===== src/rtl/lvds_tx_frame_gen.sv =====
// lvds_tx_frame_gen
// Parallel 10-bit word source for the LVDS serializer. After reset or a
// retrain request it sends a run of training words so the receive-side
// bit-slip aligner can lock. On request it then sends framed test packets:
// header, incrementing payload, and checksum, followed by an idle gap.
// The payload bytes are (seq + i) mod 256, which is the sequence the
// receive-side checker expects.
//
// Every output is a register. At each edge the block picks the next state
// and loads the word for that state. As a result, r_state always names the
// kind of word currently on tx_word.

module lvds_tx_frame_gen #(
  parameter int          TRAIN_WORDS = 256,
  parameter int          PAYLOAD_LEN = 125,
  parameter int          GAP_WORDS   = 16,
  parameter logic [9:0]  TRAIN_WORD  = 10'h3E0,
  parameter logic [9:0]  IDLE_WORD   = 10'h0F8
) (
  input  logic        sys_clk,
  input  logic        rst,
  input  logic        start,
  input  logic        retrain,
  output logic [9:0]  tx_word,
  output logic        train_done,
  output logic        busy,
  output logic [15:0] frame_cnt
);

  localparam int TCW = $clog2(TRAIN_WORDS + 1);

  typedef enum logic [2:0] {
    S_TRAIN,
    S_IDLE,
    S_HDR,
    S_PAY,
    S_CSUM,
    S_GAP
  } state_t;

  state_t          r_state;
  logic [TCW-1:0]  r_train_cnt;   // training words already emitted
  logic [7:0]      r_pay_cnt;     // payload words already emitted
  logic [7:0]      r_gap_cnt;     // gap words already emitted
  logic [7:0]      r_seq;         // sequence number of the current/next frame
  logic [7:0]      r_byte;        // last payload byte emitted
  logic [7:0]      r_sum;         // running checksum of this frame's payload
  logic [9:0]      r_tx_word;
  logic            r_train_done;
  logic            r_busy;
  logic [15:0]     r_frame_cnt;

  logic [7:0]      w_next_byte;
  logic            w_train_last;
  logic            w_pay_last;
  logic            w_gap_last;

  assign w_next_byte  = r_byte + 8'd1;
  assign w_train_last = (r_train_cnt == TCW'(TRAIN_WORDS));
  assign w_pay_last   = (r_pay_cnt == 8'(PAYLOAD_LEN));
  assign w_gap_last   = (r_gap_cnt == 8'(GAP_WORDS));

  // Frame sequencer: choose the next state and load its output word.
  // NOTE: every sequential assignment here is non-blocking. Each right-hand
  // side therefore sees the value from before the edge, as the hardware does.
  always_ff @(posedge sys_clk) begin
    if (rst) begin
      r_state      <= S_TRAIN;
      r_train_cnt  <= '0;
      r_pay_cnt    <= '0;
      r_gap_cnt    <= '0;
      r_seq        <= '0;
      r_byte       <= '0;
      r_sum        <= '0;
      r_tx_word    <= '0;
      r_train_done <= 1'b0;
      r_busy       <= 1'b0;
      r_frame_cnt  <= '0;
    end else if (retrain) begin
      // The training word loaded here is already the first one of the new
      // run, so the count starts at one.
      r_state      <= S_TRAIN;
      r_train_cnt  <= TCW'(1);
      r_pay_cnt    <= '0;
      r_gap_cnt    <= '0;
      r_seq        <= '0;
      r_byte       <= '0;
      r_sum        <= '0;
      r_tx_word    <= TRAIN_WORD;
      r_train_done <= 1'b0;
      r_busy       <= 1'b0;
      r_frame_cnt  <= '0;
    end else begin
      case (r_state)
        S_TRAIN: begin
          if (w_train_last) begin
            r_state      <= S_IDLE;
            r_tx_word    <= IDLE_WORD;
            r_train_done <= 1'b1;
          end else begin
            r_train_cnt  <= r_train_cnt + TCW'(1);
            r_tx_word    <= TRAIN_WORD;
          end
        end

        S_IDLE: begin
          if (start) begin
            r_state   <= S_HDR;
            r_tx_word <= {2'b10, r_seq};
            r_busy    <= 1'b1;
          end else begin
            r_tx_word <= IDLE_WORD;
          end
        end

        S_HDR: begin
          // First payload byte equals seq, and it seeds the checksum.
          r_state   <= S_PAY;
          r_byte    <= r_seq;
          r_sum     <= r_seq;
          r_pay_cnt <= 8'd1;
          r_tx_word <= {2'b01, r_seq};
        end

        S_PAY: begin
          if (w_pay_last) begin
            r_state   <= S_CSUM;
            r_tx_word <= {2'b11, r_sum};
          end else begin
            r_byte    <= w_next_byte;
            r_sum     <= r_sum + w_next_byte;
            r_pay_cnt <= r_pay_cnt + 8'd1;
            r_tx_word <= {2'b01, w_next_byte};
          end
        end

        S_CSUM: begin
          // The frame is complete once its checksum has gone out.
          r_state     <= S_GAP;
          r_seq       <= r_seq + 8'd1;
          r_frame_cnt <= r_frame_cnt + 16'd1;
          r_gap_cnt   <= 8'd1;
          r_tx_word   <= IDLE_WORD;
        end

        S_GAP: begin
          r_tx_word <= IDLE_WORD;
          if (w_gap_last) begin
            r_state <= S_IDLE;
            r_busy  <= 1'b0;
          end else begin
            r_gap_cnt <= r_gap_cnt + 8'd1;
          end
        end

        default: begin
          r_state   <= S_TRAIN;
          r_tx_word <= TRAIN_WORD;
        end
      endcase
    end
  end

  assign tx_word    = r_tx_word;
  assign train_done = r_train_done;
  assign busy       = r_busy;
  assign frame_cnt  = r_frame_cnt;

endmodule


===== config.mk =====
export PLATFORM = sky130hd
export DESIGN_NAME = lvds_tx_frame_gen
export DESIGN_NICKNAME = d
export VERILOG_FILES = /design/src/rtl/lvds_tx_frame_gen.sv
export SDC_FILE = /design/constraint.sdc
export NUM_CORES = 1
export LEC_CHECK = 0
export ABC_AREA = 1
export CORE_ASPECT_RATIO = 2
export CORE_MARGIN = 1
export CORE_UTILIZATION = 40
export CTS_CLUSTER_SIZE = 20
export DETAILED_ROUTE_END_ITERATION = 10
export MAX_ROUTING_LAYER = met4
export PLACE_DENSITY = 0.61
export SYNTH_ARGS = -nofsm -noshare
export SYNTH_HDL_FRONTEND = slang
export SYNTH_SLANG_ARGS = --single-unit

===== constraint.sdc =====
create_clock -name sys_clk -period 2.4 [get_ports sys_clk]
set_clock_uncertainty 0.1 [all_clocks]
set_input_delay 0.48 -clock sys_clk [delete_from_list [all_inputs] [get_ports sys_clk]]
set_output_delay 0.48 -clock sys_clk [all_outputs]
set_load 0.02 [all_outputs]

==> flow_summary.json <==
{
  "clk-insertion-delay-late_ps": 340,
  "power_w": 0.00289,
  "via_per_inst": 5.17,
  "wire_per_inst_um": 13.9,
  "p_int_w": 0.00230,
  "syn_nets": 645,
  "status": "completed",
  "io_buffers": 31,
  "crit_fanout": 5,
  "first_pass_iters": 5,
  "required_ps": 2520,
  "vdd_drop_max_mv": 0.364,
  "n_antenna_cell": 0,
  "synthCells": 623,
  "tritoncts": "done",
  "hold_buffers": 0,
  "max_slew_margin_pct": 64.4,
  "rows": 53,
  "drt_iter0_drc": 312,
  "arrival_ps": 2340,
  "worstSetupStartpointType": "flop",
  "combPwrFrac_pct": 2.6,
  "finalCriticalPeriod_ps": 2220,
  "avgSynthCellArea_um2": 6.91,
  "synthArstFlopShare_pct": 0,
  "clkPwrFrac_pct": 51.2,
  "path_cells": "inv_1 -> nor2_2 -> xor2_1 -> ha_1 -> a21oi_1 -> nand2_1 -> nand2_1 -> nand2_1 -> or2_2 -> nand3_1 -> a21oi_1",
  "grt_max_degree": 25,
  "crit_slowest_cell": "dfxtp_1",
  "numCtsBuffers": 9,
  "synth_edf_count": 0,
  "totalWireLength_mm": 11.2,
  "clockBufferDepth": 2,
  "cts.clk_slew.worst_paths_ps": 60,
  "clock-sinks": 80,
  "hp-class": "flop to flop",
  "cap_violations": 0,
  "ios": 32,
  "syn2layout_area_growth_pct": 18.9,
  "fillers": 1097,
  "ys_seq_area_share_pct": 37.2,
  "fin_ws_ps": 183,
  "cellPowerDensity_nw_per_um2": 566,
  "dp_hpwl_mm": 8.46,
  "fmax_mhz": 451,
  "fin_nets": 684,
  "hold_ws_ps": 351,
  "die_w_um": 75.3,
  "drc": 0,
  "finalCritPeriodShare_pct": 92.4,
  "place_ws_ps": 198,
  "gp_congestion": 0.923,
  "grt_usage_pct": 21.8,
  "p_sw_share_pct": 20.7,
  "core-area_um2": 10500,
  "leakage_nw": 1.93,
  "drv_slew": 0,
  "initial_utilization_pct": 41.1,
  "p_switching_w": 0.000598,
  "via_count": 4155,
  "cts-root-buf": "clkbuf_16",
  "syn_area_um2": 4300,
  "yosys_warnings": 0,
  "cts_setup_buffers": 0,
  "overflow": 0,
  "ys_types": 38,
  "die_height_um": 149,
  "grt_pass1_vias": 3896,
  "cpPeakStageDelay_ps": 370,
  "tightest_slew_ps": 528,
  "finalSetupViolations": 0,
  "final_hold_viol_count": 0,
  "critPathCaptureType": "flop",
  "synth_seq_cells": 80,
  "ant_nets": 0,
  "cts.htree.levels": 3,
  "path_class": "flop to flop",
  "die-area_um2": 11200,
  "seqPwrFrac_pct": 46.2,
  "crit_top_cell": "nand2_1",
  "drive_gt1_share_pct": 8.41,
  "grt_pass1_wl_mm": 17.8,
  "cts_resized": 0,
  "antenna_found_initial": 0,
  "synthFlopType": "dfxtp_1"
}
==> cell families (layout without fill, tap and decap cells) <==
group	Yosys count	count (layout)	share of synthesized area, %
xor gates and xnor gates	11	11	2.24
AOI/OAI and AO/OA	137	137	16.6
DFF	80	80	37.2
adders and majority gates	18	18	5.41
buffers and inverters	99	142	9.39
and+or+nand+nor	278	278	29.1
==> metal layers <==
metal  up-vias  GRT usage [%]  share of wire [%]
met5         -              -                  0
met4         0           12.5                4.6
met3        34           4.00                3.1
met2        99           37.1                 53
met1      1904           22.6                 39
li1       2118              -                  -
==> per-stage QoR <==
| step | cells | area, um2 | TNS, ps | utilization, % |
|---|---|---|---|---|
| after floorplan | 623 | 4300 | 0 | - |
| after global placement | 788 | 4780 | 0 | 45.6 |
| after detailed placement | 788 | 4780 | 0 | 45.6 |
| after CTS | 803 | 5100 | 0 | 48.7 |
| after global routing | 803 | 5120 | -4.94 | 48.8 |
| final | 803 | 5120 | 0 | 48.8 |
==> registers in the layout, summed over array words and instances, names as in the netlist <==
signal       cells
frame_cnt       16
tx_word         10
r_train_cnt      9
r_byte           8
r_gap_cnt        8
r_pay_cnt        8
r_seq            8
r_sum            8
r_state          3
busy             1
train_done       1
==> Yosys cell counts (5+ instances only) <==
master	instances	share of area, %
a21oi_1	70	8.1
inv_1	78	6.8
inv_2	6	0.52
o21ai_0	32	3.7
xor2_1	7	1.4
nand4_1	12	1.7
nor2_1	53	4.6
a31oi_1	5	0.73
ha_1	17	4.9
nand3_1	36	4.2
clkbuf_1	8	0.70
nor3_1	15	1.7
o21ai_1	21	2.4
dfxtp_1	80	37
nand2_1	139	12
==> final cells by class <==
cell class	count	area (um2)	share of cell area, %
Multi-Input combinational cell	444	2310	45.2
Sequential cell	80	1600	31.3
Timing Repair Buffer	42	393	7.68
Inverter	85	319	6.23
Clock buffer	10	239	4.67
Tap cell	137	171	3.35
Clock inverter	5	81.3	1.59
==> path summary, 6_finish.rpt <==
kind                end  cells past startpoint  slack, ps  startpoint
max            r_sum[6]                     11        180   r_byte[0]
min          train_done                      2        350  train_done
min reg2reg  train_done                      2        350  train_done
max reg2reg    r_sum[6]                     11        180   r_byte[0]
==> worst max-delay path, delay by kind of cell (launching register included) <==
family          cells  cell delay [ps]
buf+inv             1              120
compound gates      2              220
fa+ha+maj           1              330
simple gates        6              720
xor+xnor            1              250
flops               1              370
==> power by group through the flow <==
stage          clock (W)  combinational (W)  sequential, W
3_5_place_dp           0          0.0000759        0.00137
2_1_floorplan          0          0.0000350        0.00137
5_1_grt          0.00158          0.0000826        0.00134
3_3_place_gp           0          0.0000749        0.00137
6_report         0.00148          0.0000756        0.00134
4_1_cts          0.00152          0.0000760        0.00134
==> cell usage in the layout, fill, tap and decap left out, types with 11 or more instances in the layout <==
cell and n:
a21oi_1 70, clkdlybuf4s50_1 31, ha_1 16, nor2_1 52, buf_4 11, o21ai_0 32, inv_1 78, nand3_1 36
dfxtp_1 80, nand2_1 139, o21ai_1 21, nor3_1 15, nand4_1 12
(Power assumes the default switching activity.)
